### config.mk
export PLATFORM = sky130hd
export DESIGN_NAME = moldudp64_tx
export DESIGN_NICKNAME = d
export VERILOG_FILES = /design/src/rtl/moldudp64_tx.sv
export SDC_FILE = /design/constraint.sdc
export NUM_CORES = 1
export LEC_CHECK = 0
export CORE_ASPECT_RATIO = 0.7
export CORE_MARGIN = 8
export CORE_UTILIZATION = 48
export DETAILED_ROUTE_END_ITERATION = 16
export PLACE_DENSITY_LB_ADDON = 0.08
export RECOVER_POWER = 100
export SYNTH_ARGS = -nofsm -noshare
export SYNTH_HDL_FRONTEND = slang
export SYNTH_SLANG_ARGS = --single-unit
### constraint.sdc
create_clock -name clk -period 3.5 [get_ports clk]
set_input_delay 0.35 -clock clk [delete_from_list [all_inputs] [get_ports clk]]
set_output_delay 0.35 -clock clk [all_outputs]
set_load 0.1 [all_outputs]
### src/rtl/moldudp64_tx.sv
// MoldUDP64 packet builder: 20-byte header plus length-prefixed messages,
// byte-packed through a residual aligner onto a 64-bit AXI-stream master.
//
// state  | meaning
// IDLE   | waiting for a packet descriptor
// HDR0   | header bytes 0-7 (session id, upper part)
// HDR1   | header bytes 8-15 (session id tail, sequence number head)
// HDR2   | header bytes 16-19 (sequence number tail, message count)
// LEN    | waiting for a start beat, pushes the 2-byte message length
// DATA   | message payload beats
// FLUSH  | residual bytes of the packet emitted with tlast
module moldudp64_tx #(
    parameter int AXI_DATA_W = 64,
    parameter int AXI_KEEP_W = AXI_DATA_W / 8,
    parameter int SID_W = 80,
    parameter int SEQ_NUM_W = 64,
    parameter int ML_W = 16,
    parameter logic [ML_W-1:0] EOS_MSG_CNT = 16'hffff
) (
    input  logic                  clk,
    input  logic                  nreset,
    input  logic                  pkt_v_i,
    output logic                  pkt_ready_o,
    input  logic [SID_W-1:0]      pkt_sid_i,
    input  logic [SEQ_NUM_W-1:0]  pkt_seq_num_i,
    input  logic [ML_W-1:0]       pkt_msg_cnt_i,
    input  logic                  mold_msg_v_i,
    output logic                  mold_msg_ready_o,
    input  logic                  mold_msg_start_i,
    input  logic                  mold_msg_last_i,
    input  logic [ML_W-1:0]       mold_msg_len_i,
    input  logic [AXI_KEEP_W-1:0] mold_msg_mask_i,
    input  logic [AXI_DATA_W-1:0] mold_msg_data_i,
    output logic                  udp_axis_tvalid_o,
    input  logic                  udp_axis_tready_i,
    output logic [AXI_KEEP_W-1:0] udp_axis_tkeep_o,
    output logic [AXI_DATA_W-1:0] udp_axis_tdata_o,
    output logic                  udp_axis_tlast_o,
    output logic                  udp_axis_tuser_o
);
    localparam int HDR_W = SID_W + SEQ_NUM_W + ML_W;
    localparam int RES_W = AXI_DATA_W - 8;
    localparam int CMB_W = RES_W + AXI_DATA_W;

    typedef enum logic [2:0] {
        S_IDLE, S_HDR0, S_HDR1, S_HDR2, S_LEN, S_DATA, S_FLUSH
    } state_t;

    state_t state, state_nxt;

    logic [HDR_W-1:0]      hdr_q;
    logic [ML_W-1:0]       msgs_left;
    logic [RES_W-1:0]      res_data, res_data_nxt;
    logic [2:0]            res_cnt, res_cnt_nxt;
    logic                  run_q;
    logic                  tvalid_q, tvalid_nxt;
    logic                  tlast_q, tlast_nxt;
    logic [AXI_KEEP_W-1:0] tkeep_q, tkeep_nxt;
    logic [AXI_DATA_W-1:0] tdata_q, tdata_nxt;

    logic                  adv;
    logic                  pkt_ready, msg_ready;
    logic                  push_v, push_final, flush, hdr_load, msgs_dec;
    logic [3:0]            push_n, total;
    logic [AXI_DATA_W-1:0] push_data;
    logic [CMB_W-1:0]      cmb_data;

    function automatic logic [3:0] popcount8(input logic [7:0] m);
        logic [3:0] c;
        c = 4'd0;
        for (int i = 0; i < 8; i++) c = c + {3'b000, m[i]};
        return c;
    endfunction

    function automatic logic [7:0] keep_of(input logic [3:0] n);
        logic [15:0] t;
        t = (16'h0001 << n) - 16'h0001;
        return t[7:0];
    endfunction

    assign adv = ~tvalid_q | udp_axis_tready_i;

    always_comb begin
        state_nxt  = state;
        pkt_ready  = 1'b0;
        msg_ready  = 1'b0;
        push_v     = 1'b0;
        push_n     = 4'd0;
        push_data  = '0;
        push_final = 1'b0;
        flush      = 1'b0;
        hdr_load   = 1'b0;
        msgs_dec   = 1'b0;
        case (state)
            S_IDLE: begin
                pkt_ready = adv & run_q;
                if (pkt_v_i && adv && run_q) begin
                    hdr_load  = 1'b1;
                    state_nxt = S_HDR0;
                end
            end
            S_HDR0, S_HDR1: begin
                if (adv) begin
                    push_v = 1'b1;
                    push_n = 4'd8;
                    for (int k = 0; k < 8; k++)
                        push_data[8*k +: 8] = (state == S_HDR0) ? hdr_q[HDR_W-1-8*k -: 8]
                                                                : hdr_q[HDR_W-65-8*k -: 8];
                    state_nxt = (state == S_HDR0) ? S_HDR1 : S_HDR2;
                end
            end
            S_HDR2: begin
                if (adv) begin
                    push_v = 1'b1;
                    push_n = 4'd4;
                    for (int k = 0; k < 4; k++)
                        push_data[8*k +: 8] = hdr_q[HDR_W-129-8*k -: 8];
                    if (msgs_left == '0 || msgs_left == EOS_MSG_CNT)
                        push_final = 1'b1;
                    else
                        state_nxt = S_LEN;
                end
            end
            S_LEN: begin
                // The start beat is only peeked here; DATA consumes it.
                if (adv && mold_msg_v_i && mold_msg_start_i) begin
                    push_v          = 1'b1;
                    push_n          = 4'd2;
                    push_data[7:0]  = mold_msg_len_i[ML_W-1 -: 8];
                    push_data[15:8] = mold_msg_len_i[7:0];
                    state_nxt       = S_DATA;
                end
            end
            S_DATA: begin
                msg_ready = adv;
                if (adv && mold_msg_v_i) begin
                    push_v = 1'b1;
                    push_n = popcount8(mold_msg_mask_i);
                    for (int k = 0; k < 8; k++)
                        push_data[8*k +: 8] = mold_msg_mask_i[k] ? mold_msg_data_i[8*k +: 8] : 8'h00;
                    if (mold_msg_last_i) begin
                        msgs_dec = 1'b1;
                        if (msgs_left == ML_W'(1))
                            push_final = 1'b1;
                        else
                            state_nxt = S_LEN;
                    end
                end
            end
            S_FLUSH: begin
                if (adv) begin
                    flush     = 1'b1;
                    state_nxt = S_IDLE;
                end
            end
            default: state_nxt = S_IDLE;
        endcase
        total = {1'b0, res_cnt} + push_n;
        if (push_final)
            state_nxt = (total > 4'd8) ? S_FLUSH : S_IDLE;
    end

    assign cmb_data = {{AXI_DATA_W{1'b0}}, res_data}
                    | ({{RES_W{1'b0}}, push_data} << {res_cnt, 3'b000});

    // When 8 or more bytes are combined, total[2:0] is exactly the leftover count.
    always_comb begin
        tvalid_nxt   = 1'b0;
        tdata_nxt    = tdata_q;
        tkeep_nxt    = tkeep_q;
        tlast_nxt    = tlast_q;
        res_data_nxt = res_data;
        res_cnt_nxt  = res_cnt;
        if (flush) begin
            tvalid_nxt   = 1'b1;
            tdata_nxt    = {8'h00, res_data};
            tkeep_nxt    = keep_of({1'b0, res_cnt});
            tlast_nxt    = 1'b1;
            res_data_nxt = '0;
            res_cnt_nxt  = 3'd0;
        end else if (push_v) begin
            if (total >= 4'd8) begin
                tvalid_nxt   = 1'b1;
                tdata_nxt    = cmb_data[AXI_DATA_W-1:0];
                tkeep_nxt    = '1;
                tlast_nxt    = push_final && (total == 4'd8);
                res_data_nxt = cmb_data[CMB_W-1:AXI_DATA_W];
                res_cnt_nxt  = total[2:0];
            end else if (push_final) begin
                tvalid_nxt   = 1'b1;
                tdata_nxt    = cmb_data[AXI_DATA_W-1:0];
                tkeep_nxt    = keep_of(total);
                tlast_nxt    = 1'b1;
                res_data_nxt = '0;
                res_cnt_nxt  = 3'd0;
            end else begin
                res_data_nxt = cmb_data[RES_W-1:0];
                res_cnt_nxt  = total[2:0];
            end
        end
    end

    always_ff @(posedge clk or negedge nreset) begin
        if (!nreset) state <= S_IDLE;
        else         state <= state_nxt;
    end

    always_ff @(posedge clk or negedge nreset) begin
        if (!nreset) begin
            run_q     <= 1'b0;
            hdr_q     <= '0;
            msgs_left <= '0;
            res_data  <= '0;
            res_cnt   <= 3'd0;
            tvalid_q  <= 1'b0;
            tlast_q   <= 1'b0;
            tkeep_q   <= '0;
            tdata_q   <= '0;
        end else begin
            run_q <= 1'b1;
            if (hdr_load) begin
                hdr_q     <= {pkt_sid_i, pkt_seq_num_i, pkt_msg_cnt_i};
                msgs_left <= pkt_msg_cnt_i;
            end else if (msgs_dec) begin
                msgs_left <= msgs_left - ML_W'(1);
            end
            if (adv) begin
                tvalid_q <= tvalid_nxt;
                tlast_q  <= tlast_nxt;
                tkeep_q  <= tkeep_nxt;
                tdata_q  <= tdata_nxt;
                res_data <= res_data_nxt;
                res_cnt  <= res_cnt_nxt;
            end
        end
    end

    assign pkt_ready_o       = pkt_ready;
    assign mold_msg_ready_o  = msg_ready;
    assign udp_axis_tvalid_o = tvalid_q;
    assign udp_axis_tkeep_o  = tkeep_q;
    assign udp_axis_tdata_o  = tdata_q;
    assign udp_axis_tlast_o  = tlast_q;
    assign udp_axis_tuser_o  = 1'b0;
endmodule
==> summary.md, run 1 <==
| Metric | Value |
|---|---|
| Final setup slack of the worst path | `-0.7327 ns` |
| Worst Skew | `~0.022 ns` |
| Average cell area after synthesis | `8.664 um^2` |
| DP Worst Slack | `-1.761 ns` |
| Number of antenna violations at the first check in global routing | `11` |
| Violation count after the first detailed-routing iteration | `between 2000 and 3000` |
| Via-to-Cell Ratio | `roughly 6.3` |
| Placement row count | `58` |
| Result of the run | `finished with violations` |
| Number of synthesized flops with an enable pin | `0` |
| Congestion Overflow GR | `0` |
| Highest fanout seen on the critical path | `6` |
| Cells along the critical path | `buf_4 -> inv_2 -> fa_1 -> fa_1 -> fa_1 -> inv_2 -> ha_4 -> fa_2 -> a21o_1 -> ha_1 -> a21o_1 -> a21oi_4 -> nand2b_4 -> mux2i_4 -> buf_6 -> a21o_4 -> buf_12 -> a221o_1` |
| Most frequent cell on the critical path | `sky130_fd_sc_hd__fa_1` |
| HPWL after DPL | `roughly 56000 um` |
| Unrepaired setup endpoints after global routing | `true` |
| Count of placed standard cells in the final layout, fillers left out | `around 3000` |
| Largest net degree at the start of global routing | `100` |
| Storage cell area | `about 7800 um^2` |
| Count of final setup violators | `135` |
| Total Power | `between 20 and 30 mW` |
| Count of max-cap constraint violations | `1` |
| Ratio of cells with drive above 1 in the final layout | `21.77%` |
| Prevailing post-synth register cell | `sky130_fd_sc_hd__dfrtp_1` |
| Slew at the pin closest to its max-slew limit | `2.820 ns` |
| Max frequency | `about 240 MHz` |
| Setup crit end kind | `register` |
| Root cell of the clock tree | `sky130_fd_sc_hd__clkbuf_16` |
| CTS tree | `yes` |
| Crit path time final | `approximately 4.2 ns` |
| CTS H-tree depth | `2` |
| Via count of the first global-routing pass | `approximately 18000` |
| Area added between synthesis and finish | `44.42%` |
| Fin Setup TNS | `-79.99 ns` |
| Portion of the post-synthesis area used by sequential elements | `44.40%` |
| Average routed wire per standard cell | `between 20 and 30 um` |
| Total wire length after detailed routing | `~78000 um` |
| Total cell area at the placement stage | `about 23000 um^2` |
| Core region area | `roughly 36000 um^2` |
| Gp weighted congestion | `about 0.98` |
| Worst Setup Path Type | `input pin to register` |
| Number of iterations in the first detailed-routing pass | `10` |
| Post-route cell area | `25480 um^2` |
| Library cells used by synthesis | `80` |
| Cell Count Post-Placement | `between 2000 and 3000` |
| LEAKAGE | `about 11 nW` |
| Area of the multi-input gates | `between 10000 and 15000 um^2` |
| Total count of max-transition violations in the final report | `100` |
| Relative max-transition margin | `-88.02%` |
| X dimension of the die | `245.1 um` |
| Cell with the biggest individual delay on the critical path | `sky130_fd_sc_hd__fa_2` |
| Initial standard-cell utilization of the core | `about half` |
| Number of top-level pins | `332` |
| Post-synth net total | `2307` |
| Pwr per Cell Area | `1121 nW/um^2` |
| Vert. Die Dim | `between 150 and 200 um` |
| Class of the worst hold path | `input pin to register` |
| Global Route Usage Sum | `34.00%` |
| Count of synthesis-stage warnings from yosys | `0` |
| Worst hold slack after final layout | `around 0.34 ns` |
| Total clock buffers created by CTS | `34` |
| Count of input and output buffers | `330` |
| Total clock sinks | `313` |
| Number of hold violations in the final report | `0` |
| Final-layout fill cell count | `roughly 2800` |
| Number of buffers on the longest clock path | `3` |
| Critical path required time | `between 3 and 4 ns` |
| Peak supply drop | `about 1.1 mV` |
| Vias after detailed routing | `18802` |
| Gate count of the mapped netlist | `2036` |
| DRC violation count after routing | `0` |
| Post-synth design cell area | `17640 um^2` |
| DIE AREA | `approximately 43000 um^2` |
| Nets | `roughly 2800` |
| Later-pin clock latency in the skew report | `approximately 0.54 ns` |
| Wire length of the first global-routing pass | `around 110000 um` |
| Most common cell after layout, fill and taps aside | `sky130_fd_sc_hd__nand2_1` |
| Antenna Nets Post-Route | `0` |
| Launching element type of the critical path | `input pin` |
| Clock-pin slew of the registers on the worst-case setup and hold paths | `approximately 0.060 ns` |
| Final core area utilization | `70.64%` |
| Share of synthesized flip-flops with an asynchronous set or reset | `100.0%` |
| Share of the clock period used by the worst path after layout | `120.9%` |
| Arrival @ worst endpoint | `4.64 ns` |
| Biggest cell delay along the critical path | `approximately 0.56 ns` |
| Violations in the final reports | `capacitance limit, slew limit, setup timing` |
| Synthesis-stage register bit count | `313` |
| Highest-count cells in the layout ignoring fill and taps | `554 x sky130_fd_sc_hd__nand2_1, 309 x sky130_fd_sc_hd__dfrtp_1, 248 x sky130_fd_sc_hd__clkdlybuf4s50_1` |
[cell usage after synthesis (32+ instances only)]
cell / n / area (um^2)
sky130_fd_sc_hd__a211oi_1: 65 / 488.0
sky130_fd_sc_hd__a221oi_1: 35 / 306.5
sky130_fd_sc_hd__a21oi_1: 113 / 565.5
sky130_fd_sc_hd__clkbuf_1: 118 / 442.9
sky130_fd_sc_hd__dfrtp_1: 313 / 7833
sky130_fd_sc_hd__buf_2: 32 / 160.2
sky130_fd_sc_hd__nand2_1: 579 / 2173
sky130_fd_sc_hd__o21ai_0: 82 / 410.4
sky130_fd_sc_hd__nor2_1: 106 / 397.9
sky130_fd_sc_hd__nor3_1: 33 / 165.2
sky130_fd_sc_hd__nand3b_1: 82 / 615.6
sky130_fd_sc_hd__mux2i_1: 42 / 420.4
[repair_timing]
| item | in CTS | in global routing |
|---|---|---|
| resized for setup | 124 | 166 |
| setup buffers | 19 | 10 |
| setup endpoints to repair | 135 | 135 |
| cloned | 8 | 8 |
| pin swaps | 33 | 44 |
| hold buffers | 1 | 0 |
| endpoints found under the hold margin | 91 | 0 |
[critical path, delay by kind of cell]
family | cells | cell delay (ns)
AO/OA/AOI/OAI | 5 | 1.14
buffers and inverters | 5 | 0.48
AND/OR/NAND/NOR | 1 | 0.17
adder cells (fa/ha/maj) | 6 | 2.40
multiplexers | 1 | 0.08
[where the power goes]
| part | total [mW] | switching, mW | internal [mW] |
|---|---|---|---|
| Combinational | 18.5 | 11.4 | 7.08 |
| Clock | 3.65 | 1.57 | 2.08 |
| Sequential | 6.45 | 1.21 | 5.23 |
[routing by layer]
metal	up-vias	global-route usage [%]	wire length, um
li1	8166	-	-
met1	9318	46.54	31600
met2	1121	51.12	33930
met3	189	9.058	8685
met4	8	13.08	3234
met5	-	0	53
[registers in the layout, indices dropped and copies added (netlist names)]
name and flops:
res_data 56, udp_axis_tdata_o 64, udp_axis_tvalid_o 1, state 3, udp_axis_tlast_o 1, msgs_left 16, run_q 1, hdr_q 160
udp_axis_tkeep_o 8, res_cnt 3
[area by class of cell]
cell class	count	share of cell area (%)
repair buffers	577	22.73
inverters	30	0.4715
diodes	6	0.05893
well taps	480	2.357
flip-flops and latches	313	30.76
clock buffers	49	3.953
clock inverters	9	0.3683
multi-input cells	1525	39.30
[cell families (layout without fill, tap and decap cells)]
family / count (synthesis) / count (layout) / share of synthesized area [%]
AOI/OAI and AO/OA: 539 / 539 / 21.67
xor gates and xnor gates: 24 / 24 / 1.234
adders and majority gates: 16 / 16 / 1.348
buffers and inverters: 198 / 665 / 4.823
DFF: 313 / 313 / 44.40
muxes: 66 / 66 / 3.915
other: 2 / 8 / 0.04257
and+or+nand+nor: 878 / 878 / 22.57
[final timing paths]
path	slack, ns	depth (start not counted)	startpoint	endpoint
worst max-delay path	-0.73	18	mold_msg_mask_i[1]	res_data[2]
worst min-delay path	0.34	3	pkt_sid_i[37]	hdr_q[117]
worst max register to register	-0.21	8	udp_axis_tvalid_o	res_data[43]
worst min register to register	0.47	2	hdr_q[33]	hdr_q[33]
min in group asynchronous	1.17	2	nreset	hdr_q[149]
max in group asynchronous	0.22	3	nreset	udp_axis_tdata_o[37]
Note: power is estimated with default switching activity, not from simulation.
==> run 2: changes to the inputs <==
CORE_ASPECT_RATIO = 0.6   (was 0.7)
SETUP_SLACK_MARGIN = 0.4   (was unset)
==> summary.md, run 2 (same netlist as run 1, synthesis figures left out) <==
| Metric | Value |
|---|---|
| Congestion Overflow GR | `0` |
| Final-layout fill cell count | `approximately 2700` |
| Ratio of cells with drive above 1 in the final layout | `a little under a quarter` |
| Via count of the first global-routing pass | `about 19000` |
| Class of the worst hold path | `input pin to register` |
| Total clock sinks | `313` |
| Max FFs per register | `160` |
| Pwr per Cell Area | `1126 nW/um^2` |
| Antenna Nets Post-Route | `0` |
| Register with the highest flop count | `hdr_q` |
| Nets | `about 2800` |
| Result of the run | `finished with violations` |
| DRC violation count after routing | `0` |
| Critical path required time | `between 3 and 4 ns` |
| Total cell area at the placement stage | `between 20000 and 25000 um^2` |
| Highest fanout seen on the critical path | `6` |
| CTS H-tree depth | `1` |
| LEAKAGE | `between 10 and 15 nW` |
| Area added between synthesis and finish | `47.42%` |
| Post-route cell area | `~26000 um^2` |
| Area of the multi-input gates | `~10000 um^2` |
| Clock-pin slew of the registers on the worst-case setup and hold paths | `about 0.07 ns` |
| Total count of max-transition violations in the final report | `150` |
| Vias after detailed routing | `19105` |
| Highest-count cells in the layout ignoring fill and taps | `552 x sky130_fd_sc_hd__nand2_1, 310 x sky130_fd_sc_hd__dfrtp_1, 249 x sky130_fd_sc_hd__clkdlybuf4s50_1` |
| Crit path time final | `~4.2 ns` |
| Count of max-cap constraint violations | `2` |
| Final setup slack of the worst path | `-0.6688 ns` |
| CTS tree | `yes` |
| Worst hold slack after final layout | `0.2985 ns` |
| Total Power | `29.29 mW` |
| Storage cell area | `slightly below 8000 um^2` |
| Launching element type of the critical path | `input pin` |
| Violation count after the first detailed-routing iteration | `between 2000 and 3000` |
| Wire length of the first global-routing pass | `115000 um` |
| DP Worst Slack | `-1.721 ns` |
| Total clock buffers created by CTS | `31` |
| Unrepaired setup endpoints after global routing | `true` |
| Via-to-Cell Ratio | `6.272` |
| Average routed wire per standard cell | `25.80 um` |
| Number of iterations in the first detailed-routing pass | `6` |
| Worst Skew | `0.01491 ns` |
| Initial standard-cell utilization of the core | `about half` |
| Count of final setup violators | `between 200 and 300` |
| Worst Setup Path Type | `input pin to register` |
| Root cell of the clock tree | `sky130_fd_sc_hd__clkbuf_16` |
| Number of antenna violations at the first check in global routing | `6` |
| Peak supply drop | `a little under 0.9 mV` |
| Fin Setup TNS | `-89.20 ns` |
| Global Route Usage Sum | `about a third` |
| Share of the clock period used by the worst path after layout | `119.1%` |
| Slew at the pin closest to its max-slew limit | `around 1.6 ns` |
| Relative max-transition margin | `-9.383%` |
| X dimension of the die | `approximately 260 um` |
| Gp weighted congestion | `1.008` |
| DIE AREA | `about 43000 um^2` |
| Arrival @ worst endpoint | `4.63 ns` |
| Max frequency | `239.9 MHz` |
| Setup crit end kind | `register` |
| Core region area | `36280 um^2` |
| Violations in the final reports | `capacitance limit, slew limit, setup timing` |
| Later-pin clock latency in the skew report | `0.58 ns` |
| Largest net degree at the start of global routing | `roughly 120` |
| Number of hold violations in the final report | `0` |
| HPWL after DPL | `approximately 57000 um` |
| Most common cell after layout, fill and taps aside | `sky130_fd_sc_hd__nand2_1` |
| Number of top-level pins | `~330` |
| Vert. Die Dim | `around 160 um` |
| Count of input and output buffers | `330` |
| Placement row count | `54` |
| Total wire length after detailed routing | `just under 80000 um` |
| Number of buffers on the longest clock path | `3` |
-- run 2: changes by cell type in the layout (fill, tap and decap cells not counted), sizes merged --
cell,change
clkbuf,-18
bufinv,+3
inv,-1
dlymetal6s2s,-1
clkinvlp,+2
clkdlybuf4s50,+1
clkinv,+3
diode,-2
buf,+74
-- run 2: power breakdown --
part	switching [mW]	total, mW	internal [mW]
clock network	1.52	3.56	2.05
logic	11.6	19.2	7.57
registers	1.33	6.56	5.23
total	14.4	29.3	14.9
-- run 2: layout make-up --
cell class	instances	area share, %
Clock inverter	16	0.7457
Tap cell	476	2.290
Clock buffer	41	3.358
Timing Repair Buffer	641	24.45
Multi-Input combinational cell	1525	38.52
Antenna cell	4	0.03849
Sequential cell	313	30.13
Inverter	30	0.4715
-- run 2: timing repair --
item | CTS | global route
pin swaps | 17 | 66
gates resized for setup | 140 | 139
endpoints found under the setup margin | 135 | 135
endpoints found under the hold margin | 59 | 0
setup buffers | 26 | 4
hold buffers | 1 | 0
cloned | 8 | 11
-- run 2: per-layer routing --
metal  routed length, um  vias up  global-route usage (%)
met5                  34        -                       0
met4                2603        4                   10.90
met3                9264      181                   8.491
met1               33550     9404                   49.32
met2               33150     1195                   50.29
li1                    -     8321                       -
-- run 2: final timing paths --
check | from | end | slack, ns | cells after the start
worst max-delay path | mold_msg_mask_i[0] | udp_axis_tdata_o[39] | -0.67 | 17
max in group asynchronous | nreset | res_cnt[1] | 0.35 | 3
worst max register to register | state[1] | udp_axis_tdata_o[38] | -0.21 | 10
worst min register to register | hdr_q[103] | hdr_q[103] | 0.47 | 2
worst min-delay path | pkt_seq_num_i[39] | hdr_q[55] | 0.30 | 3
min in group asynchronous | nreset | hdr_q[138] | 0.66 | 2
-- run 2: worst max-delay path: stages --
cell,delay (ns)
sky130_fd_sc_hd__buf_8,0.09
sky130_fd_sc_hd__inv_8,0.03
sky130_fd_sc_hd__fa_1,0.54
sky130_fd_sc_hd__fa_1,0.43
sky130_fd_sc_hd__fa_1,0.51
sky130_fd_sc_hd__inv_2,0.05
sky130_fd_sc_hd__ha_4,0.15
sky130_fd_sc_hd__fa_1,0.46
sky130_fd_sc_hd__a21o_1,0.19
sky130_fd_sc_hd__ha_1,0.28
sky130_fd_sc_hd__a21o_1,0.18
sky130_fd_sc_hd__a21oi_4,0.17
sky130_fd_sc_hd__nand2b_4,0.17
sky130_fd_sc_hd__mux2i_4,0.10
sky130_fd_sc_hd__a21oi_4,0.35
sky130_fd_sc_hd__clkbuf_16,0.26
sky130_fd_sc_hd__mux2_4,0.31
-- run 2: stage by stage --
stage	util, %	cells
after floorplan	-	2036
after global placement	63.96	2935
after detailed placement	63.96	2935
after CTS	69.45	3027
after global routing	71.67	3045
final	71.68	3046
==> edit: new RTL, settings of run 2 <==
The 7 states of `state_t` get a one-hot encoding in 7 bits.
--- a/src/rtl/moldudp64_tx.sv
+++ b/src/rtl/moldudp64_tx.sv
@@ -44,4 +44,4 @@
 
-    typedef enum logic [2:0] {
-        S_IDLE, S_HDR0, S_HDR1, S_HDR2, S_LEN, S_DATA, S_FLUSH
+    typedef enum logic [6:0] {
+        S_IDLE = 7'b0000001, S_HDR0 = 7'b0000010, S_HDR1 = 7'b0000100, S_HDR2 = 7'b0001000, S_LEN = 7'b0010000, S_DATA = 7'b0100000, S_FLUSH = 7'b1000000
     } state_t;
Check against the original RTL: same outputs for any inputs over 4 cycles, from zero or initial values and one cycle with nreset low; so few cycles prove little.
==> edit against run 2 <==
  * The run still ends with max-capacitance violations, max-slew violations, negative setup slack left
  * Synthesized cell count shrank 0.25%
  * Synthesized area shrank 0.28%
  * Sequential cell count grew 4
  * Count of clock-buffer cells in the layout grew 11
  * Die area shrank 0.25%
  * Worst setup slack lost 300 ps
  * Final area shrank 0.71%
  * Wire length grew 5.8%
  * Power shrank 17%
  * Highest routed layer unchanged
==> edit: results (changes against run 2) <==
Status -> finished with violations
Violated checks -> max-capacitance violations, max-slew violations, negative setup slack
Layout Nets -> 2846 (+1.2%)
Crit path to -> udp_axis_tdata_o[17]$_DFFE_PN0P_
MaxCap Viol Count -> 1 (-1)
Layout cell share with drive strength beyond 1 -> 22.79% (-0.79 points)
Dpl hpwl -> 62480 um (+8.9%)
Global-route wire length before repair -> 122100 um (+6.1%)
GR Util met2 -> 52.40% (+2.1 points)
Reg2reg end -> res_data[41]$_DFFE_PN0P_
Fillers -> 2774 (+1.4%)
Crit path launch -> mold_msg_mask_i[1]
GRT Resource Usage Total -> 37.23% (+3.0 points)
Internal power -> 12.27 mW (-17%)
Initial drt markers -> 2565 (-1.5%)
Post-CTS Resized -> 176 (+26%)
Setup WS post-layout -> -972.7 ps (-303.9 ps)
GPL Wtd Cong -> 1.028 (+2.0%)
Peak supply drop -> 0.7291 mV (-16%)
Slowest-stage cell, CP -> fa_2
Vias in the first global route -> 18.92k (+2.1%)
Hold Slack -> 338.3 ps (+39.76 ps)
Hold_sp -> pkt_sid_i[70]
Worst-margin pin slew -> 1995 ps (+353.9 ps)
Dpl cell area -> 23360 sq um (+0.68%)
Power share of the combinational group -> 57.0% (-8.4 points)
Number of distinct library cells after synthesis -> 101 (+26%)
Routed met1 length -> 34830 um (+3.8%)
H-tree depth -> 2 (+1)
Met2 wire len -> 34070 um (+2.8%)
Slew Viols, Final -> 74 (-51%)
Setup violators final -> 280 (+2.6%)
Launch point of the worst reg-to-reg path -> state[6]$_DFFE_PN0P_
Post-synthesis sequential area ratio -> 45.10% (+0.70 points)
NetSw -> 11.90 mW (-18%)
Syn nets -> 2301 (-0.26%)
Clk pwr -> 3.88 mW (+9.0%)
CTS Buf Count -> 34 (+9.7%)
Met3 GRT Util -> 12.66% (+4.2 points)
Clock latency at the later pin of the worst-skew pair -> 550 ps (-30 ps)
Post-CTS setup buffers -> 14 (-46%)
Placed insts -> 2985 (+1.7%)
Worst path arrival time -> 4940 ps (+310 ps)
Clock skew -> 26.67 ps (+11.76 ps)
Worst reg-to-reg path cell count -> 9 (-1)
R2R setup slack -> -520 ps (-310 ps)
Dominant cells by area after synthesis -> dfrtp_1 45%, nand2_1 13%, a21oi_1 3.6%
Most common library cells after synthesis -> 591 x nand2_1, 316 x dfrtp_1, 125 x a21oi_1
Pre-CTS WS -> -2011 ps (-289.5 ps)
Hold Path End -> hdr_q[150]$_DFFE_PN0P_
Routed vias/inst -> 6.241 (-0.49%)
Routed WL per cell -> 26.97 um (+4.5%)
Met3 wire length -> 11020 um (+19%)
Largest net degree at the start of global routing -> 161 (+38%)
edit: changes by cell type after synthesis, sizes merged, moves of 39 or more:
cell    delta
a211oi    -60
nand3     +78
o21ai     +39
nand3b    -81
clkbuf    -40
edit: layout make-up:
class / count / area [sq um] / area share (%)
diodes: 5 / 12.51 / 0.04846
clock buffers: 52 / 1092 / 4.230
clock inverters: 10 / 96.34 / 0.3731
inverters: 29 / 116.4 / 0.4506
multi-input cells: 1545 / 9744 / 37.74
flip-flops and latches: 317 / 7935 / 30.73
well taps: 476 / 595.6 / 2.307
repair buffers: 649 / 6228 / 24.12
edit: cell families (layout without fill, tap and decap cells):
logic type,after synthesis,count (layout),share of synthesized area (%)
other cells,2,7,0.04269
xor+xnor,25,26,1.351
mux,81,81,5.071
fa+ha+maj,15,15,1.280
simple gates,917,917,22.77
compound gates,504,504,19.90
buf+inv,170,740,4.481
flops,317,317,45.10
